===== src/rtl/uart_rx.sv =====
// ---------------------------------------------------------------------------
// uart_rx -- oversampling UART receiver
//
// Receives frames of the form: start (0), DATA_WIDTH data bits LSB-first,
// optional parity, stop (1). The line is oversampled at PRESCALE clocks per
// bit. A frame starts only on a falling edge of the line, so a line held low
// (break) never starts a new frame. Each bit is the majority of three samples
// taken around mid-bit. A start bit that votes 1 is a false start, and the
// receiver returns to idle. The frame completes at the stop-bit vote, half a
// bit early, which leaves half a bit of margin to resynchronise on the next
// start edge.
//
// Optional feature (compile-time macro UART_RX_SYNC_EN):
//   defined   -> RX_IN passes through a two-flop synchroniser (reset value 1)
//                before use. All latencies measured from RX_IN grow by 2.
//   undefined -> RX_IN is used directly. Use this only when RX_IN is already
//                synchronous to CLK.
//
// Ports:
//   CLK        single clock
//   RST        asynchronous reset, active-low
//   RX_IN      serial line, idles high
//   PRESCALE   clocks per bit (8, 16 or 32), latched at the start edge
//   PAR_EN     1 = parity bit present, latched at the start edge
//   PAR_TYP    0 = even, 1 = odd, latched at the start edge
//   P_DATA     last good received word, held between good frames
//   DATA_VALID one-cycle strobe; P_DATA updates in the same cycle
//   PAR_ERR    one-cycle strobe, parity mismatch
//   STP_ERR    one-cycle strobe, stop bit voted 0
// ---------------------------------------------------------------------------
module uart_rx #(
    parameter int DATA_WIDTH     = 8,
    parameter int PRESCALE_WIDTH = 6
) (
    input  logic                      CLK,
    input  logic                      RST,
    input  logic                      RX_IN,
    input  logic [PRESCALE_WIDTH-1:0] PRESCALE,
    input  logic                      PAR_EN,
    input  logic                      PAR_TYP,
    output logic [DATA_WIDTH-1:0]     P_DATA,
    output logic                      DATA_VALID,
    output logic                      PAR_ERR,
    output logic                      STP_ERR
);

    localparam int BW = $clog2(DATA_WIDTH + 1);
    localparam logic [BW-1:0]             LAST_BIT = BW'(DATA_WIDTH - 1);
    localparam logic [PRESCALE_WIDTH-1:0] ONE      = PRESCALE_WIDTH'(1);

    typedef enum logic [2:0] {IDLE, START, DATA, PARITY, STOP} state_t;

    state_t                      state_q, state_d;
    logic                        rx_s, rx_d;
    logic [PRESCALE_WIDTH-1:0]   pre_q, edge_cnt, half;
    logic [BW-1:0]               bit_cnt;
    logic                        par_en_q, par_typ_q, par_bad_q;
    logic [DATA_WIDTH-1:0]       shift_q;
    logic                        samp_a, samp_b;
    logic                        at_s0, at_s1, at_vote, at_wrap;
    logic                        vote, start_edge;

`ifdef UART_RX_SYNC_EN
    logic [1:0] sync_q;

    always_ff @(posedge CLK or negedge RST) begin
        if (!RST) sync_q <= 2'b11;
        else      sync_q <= {sync_q[0], RX_IN};
    end

    assign rx_s = sync_q[1];
`else
    assign rx_s = RX_IN;
`endif

    // Mid-bit sample points: the third vote uses the live line, so the bit
    // value is ready on the P/2+1 edge itself.
    assign half       = pre_q >> 1;
    assign at_s0      = (edge_cnt == half - ONE);
    assign at_s1      = (edge_cnt == half);
    assign at_vote    = (edge_cnt == half + ONE);
    assign at_wrap    = (edge_cnt == pre_q - ONE);
    assign vote       = (samp_a & samp_b) | (samp_a & rx_s) | (samp_b & rx_s);
    assign start_edge = rx_d & ~rx_s;

    always_ff @(posedge CLK or negedge RST) begin
        if (!RST) state_q <= IDLE;
        else      state_q <= state_d;
    end

    always_comb begin
        // NOTE: assign the default first so that no path through the case leaves state_d unassigned, which would infer a latch.
        state_d = state_q;
        case (state_q)
            IDLE:    if (start_edge) state_d = START;
            START: begin
                if (at_vote && vote) state_d = IDLE;
                else if (at_wrap)    state_d = DATA;
            end
            DATA:    if (at_wrap && bit_cnt == LAST_BIT)
                         state_d = par_en_q ? PARITY : STOP;
            PARITY:  if (at_wrap) state_d = STOP;
            STOP:    if (at_vote) state_d = IDLE;
            default: state_d = IDLE;
        endcase
    end

    // NOTE: every register in this design is small, so all of it, including the shift register, is reset. This makes reset abort a frame cleanly.
    always_ff @(posedge CLK or negedge RST) begin
        if (!RST) begin
            rx_d       <= 1'b1;
            pre_q      <= '0;
            edge_cnt   <= '0;
            bit_cnt    <= '0;
            par_en_q   <= 1'b0;
            par_typ_q  <= 1'b0;
            par_bad_q  <= 1'b0;
            shift_q    <= '0;
            samp_a     <= 1'b1;
            samp_b     <= 1'b1;
            P_DATA     <= '0;
            DATA_VALID <= 1'b0;
            PAR_ERR    <= 1'b0;
            STP_ERR    <= 1'b0;
        end else begin
            // NOTE: non-blocking assignments, so that every register samples the values from before this edge.
            rx_d       <= rx_s;
            DATA_VALID <= 1'b0;
            PAR_ERR    <= 1'b0;
            STP_ERR    <= 1'b0;

            if (state_q == IDLE) begin
                if (start_edge) begin
                    // The detect cycle counts as edge 0 of the start bit.
                    pre_q     <= PRESCALE;
                    par_en_q  <= PAR_EN;
                    par_typ_q <= PAR_TYP;
                    par_bad_q <= 1'b0;
                    edge_cnt  <= ONE;
                    bit_cnt   <= '0;
                end else begin
                    edge_cnt  <= '0;
                end
            end else begin
                edge_cnt <= at_wrap ? '0 : edge_cnt + ONE;
                if (at_s0) samp_a <= rx_s;
                if (at_s1) samp_b <= rx_s;
            end

            case (state_q)
                DATA: begin
                    if (at_vote) shift_q <= {vote, shift_q[DATA_WIDTH-1:1]};
                    if (at_wrap) bit_cnt <= bit_cnt + 1'b1;
                end
                PARITY: begin
                    // Even: expect XOR(data). Odd: expect its inverse.
                    if (at_vote) par_bad_q <= vote ^ (^shift_q) ^ par_typ_q;
                end
                STOP: begin
                    if (at_vote) begin
                        DATA_VALID <= vote & ~par_bad_q;
                        PAR_ERR    <= par_bad_q;
                        STP_ERR    <= ~vote;
                        if (vote && !par_bad_q) P_DATA <= shift_q;
                    end
                end
                default: ;
            endcase
        end
    end

endmodule


===== config.mk =====
export PLATFORM = sky130hd
export DESIGN_NAME = uart_rx
export DESIGN_NICKNAME = d
export VERILOG_FILES = /design/src/rtl/uart_rx.sv
export SDC_FILE = /design/constraint.sdc
export NUM_CORES = 1
export LEC_CHECK = 0
export BUFFER_PORTS_ARGS = -buffer_cell sky130_fd_sc_hd__buf_2
export CORE_ASPECT_RATIO = 0.8
export CORE_MARGIN = 1.5
export CORE_UTILIZATION = 25
export CTS_CLUSTER_SIZE = 40
export DETAILED_ROUTE_END_ITERATION = 7
export PLACE_DENSITY = 0.39
export SLEW_MARGIN = 15
export SYNTH_ARGS = -nofsm -noshare
export SYNTH_HDL_FRONTEND = slang
export SYNTH_SLANG_ARGS = --single-unit

===== constraint.sdc =====
create_clock -name CLK -period 2.8 [get_ports CLK]
set_input_delay 0.42 -clock CLK [delete_from_list [all_inputs] [get_ports CLK]]
set_output_delay 0.42 -clock CLK [all_outputs]
set_load 0.005 [all_outputs]

; After elaboration in Yosys (flattened, before gate mapping)
; Cells that the tools add are included.
[totals]
out_inout_bits = 11
ff_bits = 44
word_cells = 84
inputBits = 11
[op_classes]
eq_ne = 14
n_bitwise = 13
mux = 25
n_addsub = 5
n_reduce_logical = 12
[ops]
columns = cell, n
row1 = 2-to-1 mux 3 bit, 7
row2 = == test 6 bit, 3
row3 = 2-to-1 mux 4 bit, 4
row4 = case mux 3 bit (5 select lines), 1
row5 = 2-to-1 mux 6 bit, 2
row6 = 2-to-1 mux 1 bit, 11
row7 = "!= test 2 bit, second input constant", 4
row8 = AND reduction 2 bit, 4
row9 = parity 8 bit, 1
row10 = "adder 5 x 1 -> 6 bit, second input constant", 1
row11 = "adder 6 x 1 -> 6 bit, second input constant", 1
row12 = "== test 3 x 2 -> 1 bit, second input constant", 2
row13 = == test 6 x 5 -> 1 bit, 1
row14 = "subtractor 5 x 1 -> 6 bit, second input constant", 1
row15 = "subtractor 6 x 1 -> 6 bit, second input constant", 1
row16 = bitwise AND 1 bit, 5
row17 = AND reduction 5 bit, 1
row18 = "adder 4 x 1 -> 4 bit, second input constant", 1
row19 = "== test 4 x 3 -> 1 bit, second input constant", 1
row20 = NOT 1 bit, 4
row21 = "== test 3 x 1 -> 1 bit, second input constant", 1
row22 = "== test 3 bit, second input constant", 1
row23 = logical AND 1 bit, 3
row24 = zero test 3 bit, 1
row25 = 5 further kinds, 7

; Logic depth before layout (Yosys ltp)
; Gate-level depths: netlist of the first run.
[depth]
word_depth = 7
ltp_mapped = 10
ltp_nobuf = 8

; Worst setup path before layout of the first run
; OpenSTA, ideal clock, no wires.
[synth_timing]
kind = flip-flop to flip-flop
start = register pre_q[2]
end = register P_DATA[0]
required_time_ps = 2675
slack_ps = 322
n_path_buf = 1
arrival_ps = 2353
path_stages_with_launch = 10
synth_period_minus_slack_ps = 2478
setup_ps = 125
cell_sequence = dfrtp_1 > buf_2 > inv_1 > ha_1 > xnor2_1 > o211a_1 > nand4_2 > nand2b_4 > nor4_4 > mux2_2
[synth_via]
elab_chain_cells = 3
[synth_rtl]
columns = item, line
row1 = "start, declared", 55  ; logic [PRESCALE_WIDTH-1:0] pre_q, edge_cnt, half;
row2 = "start signal, assigned", 112  ; pre_q <= '0;
row3 = "start signal, assigned", 135  ; pre_q <= PRESCALE;
row4 = adder 5 x 1 -> 6 bit, 81  ; assign at_vote = (edge_cnt == half + ONE);
row5 = == test 6 bit, 81
row6 = AND reduction 3 bit (no line), --
row7 = "end signal, assigned", 164  ; if (vote && !par_bad_q) P_DATA <= shift_q;
row8 = "end, declared", 41  ; output logic [DATA_WIDTH-1:0] P_DATA,
; No other way between the ends.
; A chain may end at the register's enable or synchronous reset.

; Final worst setup path of the first run
[layout_timing]
start = register pre_q[1]
end = register P_DATA[4]
; The elaborated chain is that of the path after synthesis.

==> flow_metrics.py, run 1 <==
metrics = {
    "setup_path": {
        "crit_chain": "inv_1, ha_1, xnor2_1, o211a_1, nand4_2, nand2b_4, nor4_4, buf_4, mux2_2",
        "critPathLaunchType": "flop",
        "path_class": "reg -> reg",
        "worstSetupEndpoint": "P_DATA[4]",
        "critPathMaxFanout": 9,
        "slowest_stage": "dfrtp_1",
        "r2r_end": "P_DATA[4]",
        "ff2ff_setup_slack_ns": 0.25,
        "end_kind": "flop",
        "cpPeakStageDelay_ns": 0.38,
        "timing.rr.start": "pre_q[1]",
        "rr_worst_depth": 9,
        "cp-startpoint": "pre_q[1]",
        "required_ns": 2.97,
        "cp_data_arrival_time_ns": 2.72,
    },
    "sta": {
        "rsz0062_at_grt": "false",
        "fmax_mhz": 392.8,
        "finalSetupViolCount": 0,
        "tns_ns": 0,
        "tightest_slew_ns": 0.6658,
        "min_period_ns": 2.546,
        "period_share_pct": 90.93,
        "hold_viol": 0,
        "maxSlewViolCount": 0,
        "max-slew-margin-rel_pct": 55.14,
        "holdWs_ns": 0.06301,
        "skew_ns": 0.004333,
    },
    "grt": {
        "grt_max_degree": 29,
        "grt.overflow.total": 0,
        "grt_pass1_wl_mm": 9.453,
        "track_usage_pct": 11.72,
        "grt_antenna_before_repair": 0,
        "grt_pass1_vias": 1786,
    },
    "floorplanning": {
        "die_w_um": 114.4,
        "rows": 32,
        "core_area_um2": 9649,
        "io_pins": 22,
        "die_area_um2": 10540,
        "start_util_pct": 25.73,
        "die_height_um": 92.13,
    },
    "logic_synthesis": {
        "syn_nets": 258,
        "yosysTopAreaCellShare_pct": 41.33,
        "syn_area_um2": 2482,
        "yosysSeqAreaShare_pct": 44.51,
        "synth_edf_count": 0,
        "yosysMostFrequentCell": "dfrtp_1",
        "avgSynthCellArea_um2": 10.30,
        "synthFlopType": "dfrtp_1",
        "synth_area_leaders": "dfrtp_1 41%, mux2_2 9.5%, xnor2_1 6.4%",
        "ys_ff_latch": 44,
        "ys_async_sr_fraction_pct": 100.0,
        "syn_inst": 241,
        "yosys.area.top_type": "dfrtp_1",
        "ys_types": 47,
        "synth_commonest_cells": "41 x dfrtp_1, 34 x nand2_1, 21 x mux2_2",
        "yosysWarnings": 0,
    },
    "cts": {
        "insertion_delay_ns": 0.28,
        "cts-root-buf": "clkbuf_16",
        "cts_resized": 0,
        "cts_tree": "built",
        "postCtsSetupBuffers": 0,
        "path_clk_slew_ns": 0.07,
        "cts-htree-levels": 2,
        "postCtsHoldBufs": 0,
        "cts.path.max_buffers": 2,
        "cts_sinks": 44,
        "cts_inserted_buffers": 5,
    },
    "power_and_ir_drop": {
        "p_seq_share_pct": 33.4,
        "ir_drop_uv": 423.5,
        "p_leak_nw": 1.365,
        "power_switching_w": 0.001211,
        "p_per_area_nw_per_um2": 1059,
        "p_int_w": 0.001897,
        "p_sw_share_pct": 38.96,
        "share_comb_of_total_power_pct": 44.8,
        "clock_power_share_pct": 21.9,
    },
    "flow_run": {
        "cap_violations": 0,
    },
    "routing": {
        "wl_per_cell_um": 13.88,
        "drc": 0,
        "vias": 1765,
        "ant_nets": 0,
        "drt_iter0_markers": 90,
        "routed_wl_mm": 5.592,
        "firstDrtPassIters": 4,
        "post_drt_via_cell_ratio": 4.380,
    },
    "status": {
        "outcome": "completed",
    },
    "layout": {
        "nets": 283,
        "diodes": 0,
        "drive_gt1_share_pct": 25.47,
        "finalNonFillerCells": 403,
        "utilization_pct": 30.42,
        "area_growth_pct": 18.25,
    },
    "hold_path": {
        "hp-class": "in -> async",
    },
    "placed_design": {
        "io_buffers": 21,
        "dp_cells": 395,
        "gp_congestion": 0.7904,
        "dp_hpwl_mm": 4.057,
    },
}
area by class of cell:
cell class | count | area (µm²)
clock buffers | 5 | 125.1
fillers | 1004 | 6714
flip-flops and latches | 44 | 1105
inverters | 8 | 30.03
clock inverters | 3 | 46.29
well taps | 136 | 170.2
multi-input cells | 178 | 1294
repair buffers | 29 | 165.2
per-layer routing:
| metal | vias up | GRT usage (%) | share of wire, % |
|---|---|---|---|
| li1 | 887 | - | - |
| met1 | 847 | 18.05 | 57 |
| met2 | 27 | 16.07 | 39 |
| met3 | 4 | 2.710 | 3.4 |
| met4 | 0 | 3.125 | 1.1 |
| met5 | - | 0 | 0 |
cells in the final DEF (no fill, tap or decap), types with 4 or more instances in the layout:
master	n
a21oi_1	5
nor2_1	11
nor2b_1	7
nor3_1	4
xor2_1	11
o21ai_0	10
mux2_2	21
clkbuf_16	5
xnor2_1	18
inv_1	8
nand3_1	10
buf_4	8
buf_2	21
ha_1	6
and3_1	4
nand2_1	34
dfrtp_1	41
through the flow:
stage / power [W] / area, µm² / worst slack (ns)
finish: 0.003107 / 2935 / 0.2539
global route: 0.003370 / 2935 / 0.1062
CTS: 0.003146 / 2935 / 0.2269
detailed placement: 0.002441 / 2764 / 0.2459
global placement: 0.002448 / 2764 / 0.2658
floorplan: 0.002100 / 2482 / 0.3220
how the worst min path moves through the flow:
stage             endpoint  from  slack [ns]  cells past startpoint
6_report       edge_cnt[2]   RST        0.06                      1
5_1_grt        edge_cnt[3]   RST        0.09                      1
4_1_cts        edge_cnt[2]   RST        0.09                      1
3_5_place_dp   edge_cnt[2]   RST        0.39                      1
3_3_place_gp   edge_cnt[2]   RST        0.39                      1
2_1_floorplan   DATA_VALID   RST        0.12                      0
worst max-delay path, delay by kind of cell, from the launching register on:
| kind | cells | cell delay [ns] |
|---|---|---|
| compound gates | 1 | 0.21 |
| xor+xnor | 1 | 0.29 |
| fa+ha+maj | 1 | 0.26 |
| buf+inv | 2 | 0.35 |
| flops | 1 | 0.38 |
| mux | 1 | 0.35 |
| simple gates | 3 | 0.60 |
power by group through the flow:
stage	logic (W)	registers (W)	clock network [W]
after floorplan	0.00117	0.000934	0
after global placement	0.00140	0.00105	0
after detailed placement	0.00139	0.00105	0
after CTS	0.00140	0.00103	0.000708
after global routing	0.00157	0.00106	0.000736
final	0.00139	0.00104	0.000680
state kept, by name, indices dropped and copies added, names as in the netlist:
| register | count |
|---|---|
| DATA_VALID | 1 |
| PAR_ERR | 1 |
| P_DATA | 8 |
| STP_ERR | 1 |
| bit_cnt | 4 |
| edge_cnt | 6 |
| par_bad_q | 1 |
| par_en_q | 1 |
| par_typ_q | 1 |
| pre_q | 6 |
| rx_d | 1 |
| samp_a | 1 |
| samp_b | 1 |
| shift_q | 8 |
| state_q | 3 |
kinds of logic (layout without fill, tap and decap cells):
kind of cell / Yosys count / count (layout) / share of synthesized area (%)
and+or+nand+nor: 87 / 87 / 18.90
adders and majority gates: 6 / 6 / 3.024
AOI/OAI and AO/OA: 32 / 32 / 8.669
muxes: 23 / 23 / 10.33
DFF: 44 / 44 / 44.51
buffers and inverters: 19 / 45 / 3.377
xor gates and xnor gates: 30 / 30 / 11.19
No activity file was read; power rests on OpenSTA's default activity.
==> run 2: changes to the inputs <==
--- a/config.mk
+++ b/config.mk
@@ -12,6 +12,7 @@
 export CTS_CLUSTER_SIZE = 40
 export DETAILED_ROUTE_END_ITERATION = 7
 export PLACE_DENSITY = 0.39
+export SKIP_CTS_REPAIR_TIMING = 1
 export SLEW_MARGIN = 15
 export SYNTH_ARGS = -nofsm -noshare
 export SYNTH_HDL_FRONTEND = slang
==> constraint.sdc (replaced) <==
create_clock -name CLK -period 2.95 [get_ports CLK]
set_input_delay 0.4425 -clock CLK [delete_from_list [all_inputs] [get_ports CLK]]
set_output_delay 0.4425 -clock CLK [all_outputs]
set_load 0.005 [all_outputs]
==> run 2 against run 1 <==
  * Combinational power shrank 11%
  * Register-to-register slack gained 0.06 ns
  * Count of clock-buffer cells in the layout is the same
  * Design area shrank 0.90%
  * Utilization shrank 0.27 points
  * Fmax shrank 3.5%
  * Worst setup slack gained 0.058 ns
  * Global-route usage shrank 0.18 points
  * Critical endpoint unchanged
  * Largest cell class unchanged
==> flow_metrics.py, run 2 (synthesized netlist as in run 1, its figures left out) <==
metrics = {
    "floorplanning": {
        "die_w_um": 114.4,
        "die_area_um2": 10540,
        "core_area_um2": 9649,
        "start_util_pct": 25.73,
        "io_pins": 22,
        "die_height_um": 92.13,
        "rows": 32,
    },
    "power_and_ir_drop": {
        "p_leak_nw": 1.350,
        "total_power_w": 0.002900,
        "ir_drop_uv": 273.4,
        "p_per_area_nw_per_um2": 996.8,
    },
    "cts": {
        "insertion_delay_ns": 0.29,
        "cts_inserted_buffers": 5,
        "cts_tree": "built",
        "cts.path.max_buffers": 2,
        "cts_sinks": 44,
        "path_clk_slew_ns": 0.07,
        "cts-htree-levels": 2,
        "cts-root-buf": "clkbuf_16",
    },
    "layout": {
        "diodes": 0,
        "top_regs": "P_DATA: 8 flops, shift_q: 8 flops",
        "finalNonFillerCells": 399,
        "area_growth_pct": 17.19,
        "final_common_cell": "dfrtp_1",
        "final_cell_mix": "41 x dfrtp_1, 34 x nand2_1, 21 x mux2_2, 20 x buf_2, 18 x xnor2_1",
        "nets": 279,
        "drive_gt1_share_pct": 24.33,
        "finish.instance_area_um2": 2909,
    },
    "sta": {
        "finalSetupViolCount": 0,
        "hold_viol": 0,
        "rsz0062_at_grt": "false",
        "tightest_slew_ns": 0.5908,
        "fmax_mhz": 379.1,
        "maxSlewViolCount": 0,
        "skew_ns": 0.004564,
        "tns_ns": 0,
        "max-slew-margin-rel_pct": 60.61,
        "min_period_ns": 2.638,
        "period_share_pct": 89.42,
        "holdWs_ns": 0.1545,
    },
    "setup_path": {
        "end_kind": "flop",
        "path_class": "reg -> reg",
        "critPathLaunchType": "flop",
        "cp_data_arrival_time_ns": 2.81,
        "required_ns": 3.13,
        "critPathMaxFanout": 10,
        "ff2ff_setup_slack_ns": 0.31,
    },
    "placed_design": {
        "dp_hpwl_mm": 3.862,
        "placed_area_um2": 2734,
        "gp_congestion": 0.7421,
        "io_buffers": 21,
        "dp_cells": 391,
    },
    "routing": {
        "ant_nets": 0,
        "drc": 0,
        "vias": 1727,
        "routed_wl_mm": 5.444,
        "drt_iter0_markers": 75,
        "post_drt_via_cell_ratio": 4.328,
        "firstDrtPassIters": 4,
        "wl_per_cell_um": 13.64,
    },
    "grt": {
        "track_usage_pct": 11.53,
        "grt_pass1_vias": 1783,
        "grt_max_degree": 45,
        "grt_pass1_wl_mm": 9.273,
        "grt_antenna_before_repair": 0,
        "grt.overflow.total": 0,
    },
    "status": {
        "outcome": "completed",
    },
    "flow_run": {
        "cap_violations": 0,
    },
    "hold_path": {
        "hp-class": "in -> async",
    },
}
## run 2: layout make-up
cell class / count / area [µm²]
fill: 1021 / 6740
multi-input combinational: 178 / 1294
sequential: 44 / 1105
tap: 136 / 170.2
timing repair buffer: 25 / 137.6
clock buffer: 5 / 125.1
clock inverter: 3 / 47.55
inverter: 8 / 30.03
## run 2: power by group
part           total (W)  switching (W)  leakage [nW]  internal [W]
combinational    0.00124       0.000639         0.686      0.000602
clock           0.000651       0.000248        0.0840      0.000403
sequential       0.00101       0.000244         0.580      0.000763
total            0.00290        0.00113          1.35       0.00177
## run 2: through the flow
stage	setup slack [ns]	utilization, %
after global routing	0.1252	30.15
after detailed placement	0.3025	28.33
after CTS	0.2788	30.12
final	0.3122	30.15
after global placement	0.3759	28.33
after floorplan	0.4720	-
## run 2: path summary, 6_finish.rpt
check	cells past startpoint	startpoint	to
max	9	pre_q[2]	P_DATA[4]
min reg2reg	1	P_DATA[7]	P_DATA[7]
max in group asynchronous	1	RST	state_q[0]
min in group CLK	1	RX_IN	rx_d
min	1	RST	edge_cnt[3]
max reg2reg	9	pre_q[2]	P_DATA[4]
## run 2: metal layers
| metal | vias up | wire, µm | share of wire, % | global-route usage (%) |
|---|---|---|---|---|
| li1 | 875 | - | - | - |
| met1 | 822 | 2982 | 55 | 17.02 |
| met2 | 23 | 2147 | 39 | 15.97 |
| met3 | 7 | 227 | 4.2 | 3.040 |
| met4 | 0 | 88 | 1.6 | 4.063 |
| met5 | - | 0 | 0 | 0 |
## run 2: worst max-delay path, cell delays in order, from the launching register on
cell,delay (ns)
dfrtp_1,0.52
inv_1,0.13
ha_1,0.32
xnor2_1,0.23
o211a_1,0.20
nand4_2,0.11
nand2b_4,0.19
nor4_4,0.25
buf_4,0.22
mux2_2,0.35
==> run 3: changes to the inputs <==
--- a/config.mk
+++ b/config.mk
@@ -7,7 +7,6 @@
 export LEC_CHECK = 0
 export BUFFER_PORTS_ARGS = -buffer_cell sky130_fd_sc_hd__buf_2
 export CORE_ASPECT_RATIO = 0.8
-export CORE_MARGIN = 1.5
 export CORE_UTILIZATION = 25
 export CTS_CLUSTER_SIZE = 40
 export DETAILED_ROUTE_END_ITERATION = 7
==> run 3 against run 2 <==
  * Clock power shrank 0.9%
  * Non-clock buffer count fell by 1
  * Utilization decreased by 0.091 points
  * Largest power group unchanged
  * Highest routed layer unchanged
==> flow_metrics.py, run 3 (synthesized netlist as in run 1, its figures left out) <==
metrics = {
    "setup_path": {
        "rr_worst_depth": 9,
        "critPathMaxFanout": 10,
        "crit_cells": 9,
        "path_class": "reg -> reg",
        "crit_chain": "inv_1, ha_1, xnor2_1, o211a_1, nand4_2, nand2b_4, nor4_4, buf_4, mux2_2",
        "critPathLaunchType": "flop",
        "slowest_stage": "dfrtp_1",
        "required_ns": 3.12,
        "crit_buf_inv": 2,
        "cp_top_family": "simple AND/OR/NAND/NOR gates",
        "cpPeakStageDelay_ns": 0.53,
        "end_kind": "flop",
        "cp_data_arrival_time_ns": 2.80,
    },
    "routing": {
        "vias": 1731,
        "drt_iter0_markers": 54,
        "drc": 0,
        "wl_per_cell_um": 13.64,
        "ant_nets": 0,
        "firstDrtPassIters": 4,
        "post_drt_via_cell_ratio": 4.349,
        "routed_wl_mm": 5.427,
    },
    "grt": {
        "grt_pass1_vias": 1721,
        "grt_antenna_before_repair": 0,
        "grt_pass1_wl_mm": 9.342,
        "grt.overflow.total": 0,
        "track_usage_pct": 11.86,
        "grt_max_degree": 45,
    },
    "placed_design": {
        "gp_congestion": 0.7049,
        "io_buffers": 21,
        "dp_hpwl_mm": 3.903,
    },
    "power_and_ir_drop": {
        "p_per_area_nw_per_um2": 996.0,
        "ir_drop_uv": 291.4,
        "total_power_w": 0.002889,
        "p_leak_nw": 1.341,
    },
    "hold_path": {
        "hp-class": "in -> async",
    },
    "layout": {
        "top_regs": "P_DATA: 8 flops, shift_q: 8 flops",
        "final_common_cell": "dfrtp_1",
        "fillers": 1025,
        "drive_gt1_share_pct": 24.05,
        "final_cell_mix": "41 x dfrtp_1, 34 x nand2_1, 21 x mux2_2, 20 x buf_2, 18 x xnor2_1",
        "area_growth_pct": 16.83,
        "diodes": 0,
        "nets": 278,
    },
    "floorplanning": {
        "io_pins": 22,
        "die_area_um2": 10330,
        "core_area_um2": 9649,
        "rows": 32,
        "start_util_pct": 25.73,
        "die_w_um": 113.4,
        "die_height_um": 91.13,
    },
    "sta": {
        "max-slew-margin-rel_pct": 60.12,
        "maxSlewViolCount": 0,
        "finalSetupViolCount": 0,
        "period_share_pct": 89.02,
        "min_period_ns": 2.626,
        "fmax_mhz": 380.8,
        "skew_ns": 0.006355,
        "hold_viol": 0,
        "rsz0062_at_grt": "false",
        "tns_ns": 0,
        "tightest_slew_ns": 0.5919,
    },
    "flow_run": {
        "cap_violations": 0,
    },
    "cts": {
        "cts_tree": "built",
        "cts-htree-levels": 2,
        "cts-root-buf": "clkbuf_16",
        "cts.path.max_buffers": 2,
        "path_clk_slew_ns": 0.06,
        "insertion_delay_ns": 0.29,
        "cts_inserted_buffers": 5,
        "cts_sinks": 44,
    },
    "status": {
        "outcome": "completed",
    },
}
==> run 3: power breakdown <==
part           total, W  switching [W]  internal, W
clock network  0.000645       0.000243     0.000402
logic           0.00123       0.000631     0.000595
registers       0.00102       0.000255     0.000762
total           0.00289        0.00113      0.00176
==> run 3: final cells by class <==
type	count	area (µm²)	area share, %
tap	136	170.2	5.867
inverter	8	30.03	1.035
clock buffer	5	125.1	4.314
sequential	44	1105	38.09
timing repair buffer	24	130.1	4.487
clock inverter	3	46.29	1.596
multi-input combinational	178	1294	44.61
==> run 3: routing by layer <==
metal	GRT usage, %	vias up	routed length (µm)
met5	0	-	0
met4	3.289	0	65
met3	3.471	4	207
met2	16.21	33	2199
met1	17.77	824	2955
li1	-	870	-
==> run 3: worst paths after layout <==
check	from	to	slack, ns
worst max register to register	pre_q[2]	P_DATA[5]	0.32
min in group CLK	RX_IN	rx_d	0.30
max in group asynchronous	RST	shift_q[5]	2.40
worst min register to register	par_typ_q	par_typ_q	0.51
worst min-delay path	RST	edge_cnt[4]	0.15
worst max-delay path	pre_q[2]	P_DATA[5]	0.32
==> run 3: per-stage QoR <==
stage                     cell area (µm²)  instances  setup WS (ns)  hold WS (ns)  util [%]
after floorplan                      2482        241         0.4720        0.1469         -
after global placement               2726        390         0.3765        0.4863     28.25
after detailed placement             2726        390         0.3271        0.4982     28.25
after CTS                            2898        398         0.3133        0.2888     30.03
after global routing                 2900        398        0.09157        0.2054     30.06
final                                2900        398         0.3240        0.1453     30.06
